`src/rtl/exe_mem_pkg.sv`:
```
// exe_mem_pkg: shared types and default widths for the EXE->MEM pipeline register
package exe_mem_pkg;

    localparam int DATA_W_DEF = 32;
    localparam int DEST_W_DEF = 5;
    localparam int CNT_W_DEF  = 16;

    typedef struct packed {
        logic                  wb_en;
        logic                  mem_r_en;
        logic                  mem_w_en;
        logic [DATA_W_DEF-1:0] pc;
        logic [DATA_W_DEF-1:0] alu_result;
        logic [DATA_W_DEF-1:0] st_val;
        logic [DEST_W_DEF-1:0] dest;
    } exe_mem_payload_t;

    typedef enum logic [1:0] {EMPTY, ONE, TWO} skid_state_e;

endpackage

```
`src/rtl/exe_mem_perf_cnt.sv`:
```
// exe_mem_perf_cnt: saturating stall/bubble counter pair, cleared only by rst
module exe_mem_perf_cnt #(
    parameter int CNT_W = 16
) (
    input  logic             clk,
    input  logic             rst,
    input  logic             stall,
    input  logic             bubble,
    output logic [CNT_W-1:0] stall_cnt,
    output logic [CNT_W-1:0] bubble_cnt
);

    // count each event cycle, sticking at all-ones
    always_ff @(posedge clk or posedge rst) begin
        if (rst) begin
            stall_cnt  <= '0;
            bubble_cnt <= '0;
        end else begin
            if (stall && stall_cnt != '1) stall_cnt <= stall_cnt + 1'b1;
            if (bubble && bubble_cnt != '1) bubble_cnt <= bubble_cnt + 1'b1;
        end
    end

endmodule

```
`src/rtl/exe_mem_skid_reg.sv`:
```
// exe_mem_skid_reg: EXE->MEM register with 2-entry skid buffer and flush; PIPE_REG_STATS_EN adds stall/bubble counters
module exe_mem_skid_reg
    import exe_mem_pkg::*;
#(
    parameter int DATA_W = DATA_W_DEF,
    parameter int DEST_W = DEST_W_DEF
`ifdef PIPE_REG_STATS_EN
    ,parameter int CNT_W = CNT_W_DEF
`endif
) (
    input  logic              clk,
    input  logic              rst,
    input  logic              flush,
    input  logic              in_valid,
    output logic              in_ready,
    input  logic              in_wb_en,
    input  logic              in_mem_r_en,
    input  logic              in_mem_w_en,
    input  logic [DATA_W-1:0] in_pc,
    input  logic [DATA_W-1:0] in_alu_result,
    input  logic [DATA_W-1:0] in_st_val,
    input  logic [DEST_W-1:0] in_dest,
    output logic              out_valid,
    input  logic              out_ready,
    output logic              out_wb_en,
    output logic              out_mem_r_en,
    output logic              out_mem_w_en,
    output logic [DATA_W-1:0] out_pc,
    output logic [DATA_W-1:0] out_alu_result,
    output logic [DATA_W-1:0] out_st_val,
    output logic [DEST_W-1:0] out_dest
`ifdef PIPE_REG_STATS_EN
    ,output logic [CNT_W-1:0] stall_cnt
    ,output logic [CNT_W-1:0] bubble_cnt
`endif
);

    // same field order as exe_mem_payload_t, sized by this instance's parameters
    typedef struct packed {
        logic              wb_en;
        logic              mem_r_en;
        logic              mem_w_en;
        logic [DATA_W-1:0] pc;
        logic [DATA_W-1:0] alu_result;
        logic [DATA_W-1:0] st_val;
        logic [DEST_W-1:0] dest;
    } payload_t;

    skid_state_e state_q, state_d;
    payload_t    in_p, main_q, skid_q;
    logic        in_fire, main_ld, skid_ld;

    assign in_p    = {in_wb_en, in_mem_r_en, in_mem_w_en, in_pc, in_alu_result, in_st_val, in_dest};
    assign in_fire = in_valid & in_ready;
    assign main_ld = !flush && (state_q == TWO ? out_ready : in_fire && (state_q == EMPTY || out_ready));
    assign skid_ld = !flush && state_q == ONE && in_fire && !out_ready;

    // occupancy state register
    always_ff @(posedge clk or posedge rst) begin
        if (rst) state_q <= EMPTY;
        else state_q <= state_d;
    end

    // occupancy transitions; flush empties both slots regardless of traffic
    always_comb begin
        state_d = state_q;
        if (flush) state_d = EMPTY;
        else
            case (state_q)
                EMPTY:   state_d = in_fire ? ONE : EMPTY;
                ONE:     state_d = (in_fire && !out_ready) ? TWO : (!in_fire && out_ready) ? EMPTY : ONE;
                TWO:     state_d = out_ready ? ONE : TWO;
                default: state_d = EMPTY;
            endcase
    end

    // ready comes straight from the state flop; enables are masked when the main slot is empty
    always_comb begin
        in_ready       = state_q != TWO;
        out_valid      = state_q != EMPTY;
        out_wb_en      = out_valid & main_q.wb_en;
        out_mem_r_en   = out_valid & main_q.mem_r_en;
        out_mem_w_en   = out_valid & main_q.mem_w_en;
        out_pc         = main_q.pc;
        out_alu_result = main_q.alu_result;
        out_st_val     = main_q.st_val;
        out_dest       = main_q.dest;
    end

    // payload slots; contents survive pop and flush, only the state says they are dead
    always_ff @(posedge clk or posedge rst) begin
        if (rst) begin
            main_q <= '0;
            skid_q <= '0;
        end else begin
            if (main_ld) main_q <= (state_q == TWO) ? skid_q : in_p;
            if (skid_ld) skid_q <= in_p;
        end
    end

`ifdef PIPE_REG_STATS_EN
    exe_mem_perf_cnt #(.CNT_W(CNT_W)) u_perf (
        .clk        (clk),
        .rst        (rst),
        .stall      (out_valid & !out_ready),
        .bubble     (!out_valid),
        .stall_cnt  (stall_cnt),
        .bubble_cnt (bubble_cnt)
    );
`endif

endmodule
```
`config.mk`:
```
export PLATFORM = sky130hd
export DESIGN_NAME = exe_mem_skid_reg
export DESIGN_NICKNAME = d
export VERILOG_FILES = /design/src/rtl/exe_mem_pkg.sv /design/src/rtl/exe_mem_perf_cnt.sv /design/src/rtl/exe_mem_skid_reg.sv
export SDC_FILE = /design/constraint.sdc
export NUM_CORES = 1
export LEC_CHECK = 0
export CAP_MARGIN = 20
export CORE_MARGIN = 3
export CORE_UTILIZATION = 41
export DETAILED_ROUTE_END_ITERATION = 8
export GPL_ROUTABILITY_DRIVEN = 0
export PLACE_DENSITY = 0.75
export SYNTH_ARGS = -nofsm -noshare
export SYNTH_HDL_FRONTEND = slang
export SYNTH_SLANG_ARGS = --single-unit
```
`constraint.sdc`:
```
create_clock -name clk -period 6.76 [get_ports clk]
set_clock_uncertainty 0.1 [all_clocks]
set_input_delay 1.352 -clock clk [delete_from_list [all_inputs] [get_ports clk]]
set_output_delay 1.352 -clock clk [all_outputs]
set_load 0.02 [all_outputs]
```
Word-level counts from Yosys, hierarchy flattened

Cells that the tools add are included.

Input bits: 109
Word-level logic and storage cells: 43
Register bits after elaboration: 210
Output and inout bits: 106

Reductions and logical operators: 13
Equal/unequal tests: 3
Bitwise gates (word level): 4
Multiplexer cells: 8

Operators by type and width:

| kind                                                | count |
|---|---|
| 2-to-1 mux 104 bit                                  | 1 |
| logical AND 1 bit                                   | 7 |
| 2-to-1 mux 2 bit                                    | 3 |
| case mux 2 bit (3 select lines)                     | 1 |
| AND 1 bit                                           | 4 |
| zero test 1 bit                                     | 3 |
| 2-to-1 mux 1 bit                                    | 3 |
| equality test 2 x 1 -> 1 bit, second input constant | 1 |
| equality test 2 bit, second input constant          | 1 |
| zero test 2 bit                                     | 1 |
| inequality test 2 bit, second input constant        | 1 |
| nonzero test 2 bit                                  | 1 |
| logical OR 1 bit                                    | 1 |

Logic depth before layout (Yosys ltp)

Gate-level depths: netlist of the first run.

Depth in word-level cells: 8
Depth in mapped cells: 6
Mapped depth without buffers: 4

Least setup slack after synthesis of the first run

Ideal clock, no wire load.

Path type: in2reg
Start point: in flush
End point: reg main_q (netlist bit out_alu_result[0])
Stages: 5
Arrival: 2.524 ns
Path buffers: 2
Data required time: 6.535 ns
Slack: 4.011 ns
Setup time: 0.125 ns
Cells stage by stage: or2_2 > o22ai_2 > buf_2 > buf_2 > mux2_2

Cells in the longest elaborated chain, start to end: 2

Ends and longest elaborated chain:

| element              | line                   | text |
|---|---|---|
| from (decl)          | exe_mem_skid_reg.sv:13 | `input logic flush,` |
| zero test 1 bit      | exe_mem_skid_reg.sv:55 | `assign main_ld = !flush && (state_q == TWO ? out_ready : in_fire && (state_q == EMPTY \|\| out_ready));` |
| logical AND 1 bit    | exe_mem_skid_reg.sv:55 |  |
| to (signal assigned) | exe_mem_skid_reg.sv:96 | `if (main_ld) main_q <= (state_q == TWO) ? skid_q : in_p;` |
| to (decl)            | exe_mem_skid_reg.sv:50 | `payload_t in_p, main_q, skid_q;` |

No other way between the ends.
A chain may end at the register's enable or synchronous reset.

Final worst setup path of the first run

Start point: reg state_q[1]
End point: out in_ready

Cells in the longest elaborated chain, start to end: 1

Ends and longest elaborated chain:

| element                | line                   | text |
|---|---|---|
| from (decl)            | exe_mem_skid_reg.sv:49 | `skid_state_e state_q, state_d;` |
| from (signal assigned) | exe_mem_skid_reg.sv:61 | `else state_q <= state_d;` |
| inequality test 2 bit  | exe_mem_skid_reg.sv:79 | `in_ready = state_q != TWO;` |
| to (decl)              | exe_mem_skid_reg.sv:15 | `output logic in_ready,` |

No other way between the ends.

==> metrics.txt, run 1 <==
status complete, no violations; Nets around 900; count of cell types in the netlist 21; WHS 0.399 ns; Reg2Reg Setup Slack 4.31 ns; xor-xnor portion of the synthesized cell area 0%; GRT Total Usage 14.7%; min-delay src skid_q[86]$_DFFE_PP0P_; Synth Area in Adders 0%; Initial Utilization a little over two fifths; Seq/Total Area, Yosys between 50 and 60%; layout cells sized above 1 a little under half; top-area cell type share of the netlist area 51.6%; # rows 57; drt first pass iters 4; Synth Instances around 680; Final period util between 50% and 60%; Critical R2R Launch state_q[0]$_DFF_PP0_; RSZ-0062 raised after global routing false; max-slew violations 0; largest net degree at the start of global routing approximately 110; Routed wire per std cell 17.6 um; drt via density around 4.8; CP Max Fanout 11; grt total ovfl 0; met3 WL post-DR about 1400 um; final setup vio count 0; register bit total from synthesis 210; Hold Buf Count CTS 0; Routed Antenna Nets 0; number of buffers added on ports around 210; Post-Syn Nets between 700 and 800; CORE AREA between 0.02 and 0.025 mm2; Die Wd 164 um; Pleak between 5 and 6 nW; slowest CP cell clkdlybuf4s50_1; antenna violations before repair 0; worst rel slew slack between 30% and 40%; Post-Route WL between 15,000 and 20,000 um; EDFF count, synth 0; leading cell types in the layout, fill and taps excluded mux2_2 (252), clkdlybuf4s50_1 (214), dfrtp_1 (210), mux2_4 (60), clkbuf_16 (25); die area ~0.027 mm2; M1 WL 9000 um; commonest non-fill, non-tap cell in the layout mux2_2; Req. time, crit path ~5.3 ns; Iteration-0 DRC Markers 190; Die Y around 160 um; # H-tree levels 1; RR Endpoint out_alu_result[0]$_DFFE_PP0P_; max incr delay on CP 0.67 ns; Post-CTS Setup Inserts 0; Simple-Gate Fraction of Synth Area less than 1%; Max rail drop VDD 0.000170 V; Clock Pin Slew Worst Setup and Hold Paths roughly 0.05 ns; Worst Hold Depth 1; Total Negative Setup Slacks 0 ns; DR vias approximately 5,500; fin crit period 3.52 ns; Clock Path Buffers 3; post-synthesis compound-gate area fraction less than 1%; Slew @ Worst Pin 0.932 ns; CTS resizes 0; max layer used met4; Synthesis Warnings 0; count of final hold-check violations 0; # DRC 0; ys flop type dfrtp_1; Syn Area/Cell between 15 and 20 um2; Crit path arrival time between 2 and 2.5 ns; n_diodes 0; crit path kind register to output pin; first-pass GRT wire length 31,800 um; CTS tree yes; mapped cell area between 0.01 and 0.015 mm2; vias in the first global route 5,939; Area Overhead vs Synth 24.7%; Hold Path Class register to register; root buf cell clkbuf_16; max cap viols 0; Crit. End Element output pin; Synth area leaders dfrtp_1 (52%), mux2_2 (28%), mux2_4 (8.8%); cts bufs inserted 25; post-synthesis mux area share between 30% and 40%; crit start category register; largest area contributor in the netlist dfrtp_1; Hold Path Sink skid_q[86]$_DFFE_PP0P_; async set or reset register ratio after synthesis 100%; Reg2Reg Depth 4; Fmax 284 MHz; crit path cell chain nor2b_4 > inv_1 > buf_4 > clkdlybuf4s50_1; clock sink count 210; met2 routed WL between 9000 and 10,000 um; Worst Setup SP state_q[1]$_DFF_PP0_; DPL Wire Length about 13,000 um; PwrDens between 300 and 400 mW/mm2; total power around 4.2 mW; IO Pins approximately 220; main combinational cell family by area after synthesis multiplexers; clk_lat worst skew around 0.50 ns
==> power breakdown <==
part | total (mW) | switching [mW] | internal (mW)
combinational | 1.00 | 0.392 | 0.611
sequential | 1.73 | 0.161 | 1.57
clock | 1.44 | 0.508 | 0.935
total | 4.17 | 1.06 | 3.11
==> metal layers <==
metal / vias up / track usage, %
met4: 0 / 3.34
li1: 2497 / -
met3: 26 / 4.06
met2: 147 / 23.7
met1: 2787 / 19.8
met5: - / 0
==> layout make-up <==
class / count / area, um2
clock buffers: 37 / 731
clock inverters: 8 / 169
fillers: 2058 / 11700
inverters: 3 / 15.0
multi-input cells: 328 / 3870
flip-flops and latches: 210 / 5260
well taps: 324 / 405
repair buffers: 222 / 2250
==> worst max-delay path by stage <==
stage	cells after the start	slack (ns)	to
floorplan	1	2.58	main_q[101]$_DFFE_PP0P_
global placement	5	2.90	out_st_val[0]$_DFFE_PP0P_
detailed placement	5	2.88	out_alu_result[0]$_DFFE_PP0P_
CTS	4	2.44	in_ready
global route	4	3.15	in_ready
finish	4	3.24	in_ready
==> cell families after synthesis <==
family,count (synthesis)
muxes,313
DFF,210
buffers and inverters,139
and+or+nand+nor,11
AOI/OAI and AO/OA,4
==> flip-flops by register name, summed over array words and instances, names as in the netlist <==
register        count
out_dest            5
out_st_val         32
out_pc             32
out_alu_result     32
skid_q            104
state_q             2
main_q              3
==> through the flow <==
| stage | cell area (um2) | util, % | cells | worst slack (ns) |
|---|---|---|---|---|
| final | 12700 | 52.1 | 1132 | 3.24 |
| after CTS | 12700 | 52.0 | 1131 | 2.44 |
| after global routing | 12700 | 52.1 | 1132 | 3.15 |
| after detailed placement | 11800 | 48.3 | 1086 | 2.88 |
| after global placement | 11800 | 48.3 | 1086 | 2.90 |
| after floorplan | 10200 | - | 677 | 2.58 |
==> cell usage after synthesis, types with 2 or more instances <==
cell       n
buf_2     22
inv_1      3
buf_12     6
nor2b_1    4
nor2_1     2
mux2_2   252
dfrtp_1  210
buf_4    102
buf_6      5
mux2_4    60
==> critical path: cells and delay by family, from the launching register on <==
kind / cells / cell delay, ns
buf+inv: 3 / 0.95
flops: 1 / 0.43
simple gates: 1 / 0.18
(Power assumes the default switching activity.)
==> run 2: changes to the inputs <==
- PLACE_DENSITY: 0.75 -> 0.72
- clock period: 6.76 -> 3.5 ns (I/O delays scaled with it)
==> run 2 against run 1 <==
  * Clock power up 84%
  * Sequential cell count unchanged
  * Setup slack worse by 2.5 ns
  * Final area up 0.16%
  * Hold slack better by 0.00094 ns
  * Power up 90%
  * Sequential power up 92%
  * Sequential share of layout area down 0.065 points
  * Utilization up 0.082 points
  * Routed wire length down 0.51%
  * Register-to-register slack worse by 2.9 ns
  * Die area unchanged
==> metrics.txt, run 2 (synthesis gave the netlist of run 1 again) <==
Final Util a little over half; final setup vio count 0; Die Wd around 160 um; # H-tree levels 1; Routed Antenna Nets 0; max cap viols 0; Pleak 5.47 nW; CORE AREA between 0.02 and 0.025 mm2; placed cell area ~0.012 mm2; n_diodes 0; max-slew violations 0; antenna violations before repair 0; Initial Utilization 41.7%; Req. time, crit path between 2 and 3 ns; Clock Pin Slew Worst Setup and Hold Paths ~0.06 ns; Slew @ Worst Pin about 0.65 ns; Post-CTS Setup Inserts 0; IO Pins between 200 and 250; clock sink count between 200 and 250; Routed wire per std cell between 15 and 20 um; fin crit period approximately 2.8 ns; Cells after DPL about 1,100; final worst setup slack 0.738 ns; CP Max Fanout 6; number of buffers added on ports around 210; commonest non-fill, non-tap cell in the layout mux2_2; leading cell types in the layout, fill and taps excluded mux2_2 (252), clkdlybuf4s50_1 (214), dfrtp_1 (210), mux2_4 (60), clkbuf_16 (25); max incr delay on CP about 0.63 ns; fin area 0.0127 mm2; drt first pass iters 4; count of final hold-check violations 0; crit start category register; Clock Path Buffers 3; Nets roughly 900; Post-Route WL ~20,000 um; worst rel slew slack 56.8%; crit path kind register to output pin; Reg2Reg Setup Slack between 1 and 1.5 ns; # rows between 50 and 60; PwrDens 624 mW/mm2; WHS ~0.40 ns; cts bufs inserted 24; drt via density about 4.8; Max rail drop VDD 0.000366 V; Die Y roughly 160 um; first-pass GRT wire length between 30,000 and 40,000 um; DR vias between 5,000 and 6,000; final cell count without fillers around 1,100; pre-CTS setup slack just under 0.8 ns; slowest CP cell clkdlybuf4s50_1; clk_lat worst skew around 0.5 ns; Total Negative Setup Slacks 0 ns; Hold Path Class register to register; Final period util between 70% and 80%; root buf cell clkbuf_16; Crit. End Element output pin; CP delay by family, top buffers and inverters; crit path cell chain nor2_1 > nor2b_1 > clkdlybuf4s50_1; grt total ovfl 0; # DRC 0; Top reg by flops skid_q; Area Overhead vs Synth 24.9%; CTS tree yes; Largest register FFs roughly 100; Crit path arrival time slightly below 2 ns; CTS resizes 0; vias in the first global route 5,914; die area about 0.027 mm2; layout cells sized above 1 between 40% and 50%; status complete, no violations; RSZ-0062 raised after global routing false; GRT Total Usage 14.8%; DPL Wire Length approximately 13,000 um; largest net degree at the start of global routing 96; total power just under 8 mW; Hold Buf Count CTS 0; Iteration-0 DRC Markers about 160; Fmax 362 MHz; Bufs and invs on worst path 1
[run 2: changes by cell type in the layout (fill, tap and decap cells not counted)]
| cell | before | now |
|---|---|---|
| clkinv_2 | 2 | 4 |
| clkinvlp_4 | 1 | 2 |
| clkbuf_8 | 6 | 3 |
| clkinv_4 | 0 | 2 |
| buf_4 | 4 | 5 |
| buf_12 | 4 | 7 |
| clkbuf_1 | 6 | 3 |
| bufinv_16 | 5 | 4 |
[run 2: worst paths after layout]
path	startpoint	to	depth (start not counted)
max reg2reg	state_q[1]$_DFF_PP0_	out_alu_result[19]$_DFFE_PP0P_	4
min	skid_q[89]$_DFFE_PP0P_	skid_q[89]$_DFFE_PP0P_	1
min in group asynchronous	rst	out_st_val[31]$_DFFE_PP0P_	2
min reg2reg	skid_q[89]$_DFFE_PP0P_	skid_q[89]$_DFFE_PP0P_	1
max	state_q[0]$_DFF_PP0_	out_mem_w_en	3
max in group asynchronous	rst	skid_q[31]$_DFFE_PP0P_	3
[run 2: worst reg2reg max path: stages, from the launching register on]
cell     delay, ns
dfrtp_1       0.44
nor2b_4       0.21
buf_12        0.47
mux2_2        0.45
mux2_2        0.27
[run 2: layout make-up]
| type | count | area, um2 |
|---|---|---|
| fillers | 2097 | 11700 |
| multi-input cells | 328 | 3870 |
| inverters | 3 | 15.0 |
| clock inverters | 12 | 174 |
| repair buffers | 226 | 2320 |
| well taps | 324 | 405 |
| clock buffers | 31 | 678 |
| flip-flops and latches | 210 | 5260 |
[run 2: per-layer routing]
metal / GRT usage (%) / wire length (um) / vias to the layer above
met2: 23.4 / 8930 / 148
met3: 4.92 / 1580 / 25
met5: 0 / 0 / -
met4: 2.85 / 326 / 0
li1: - / - / 2506
met1: 20.0 / 8980 / 2738
[run 2: power by group]
part | switching, mW | leakage [nW] | internal (mW)
clock network | 0.988 | 0.418 | 1.67
registers | 0.307 | 2.53 | 3.03
logic | 0.754 | 2.52 | 1.19
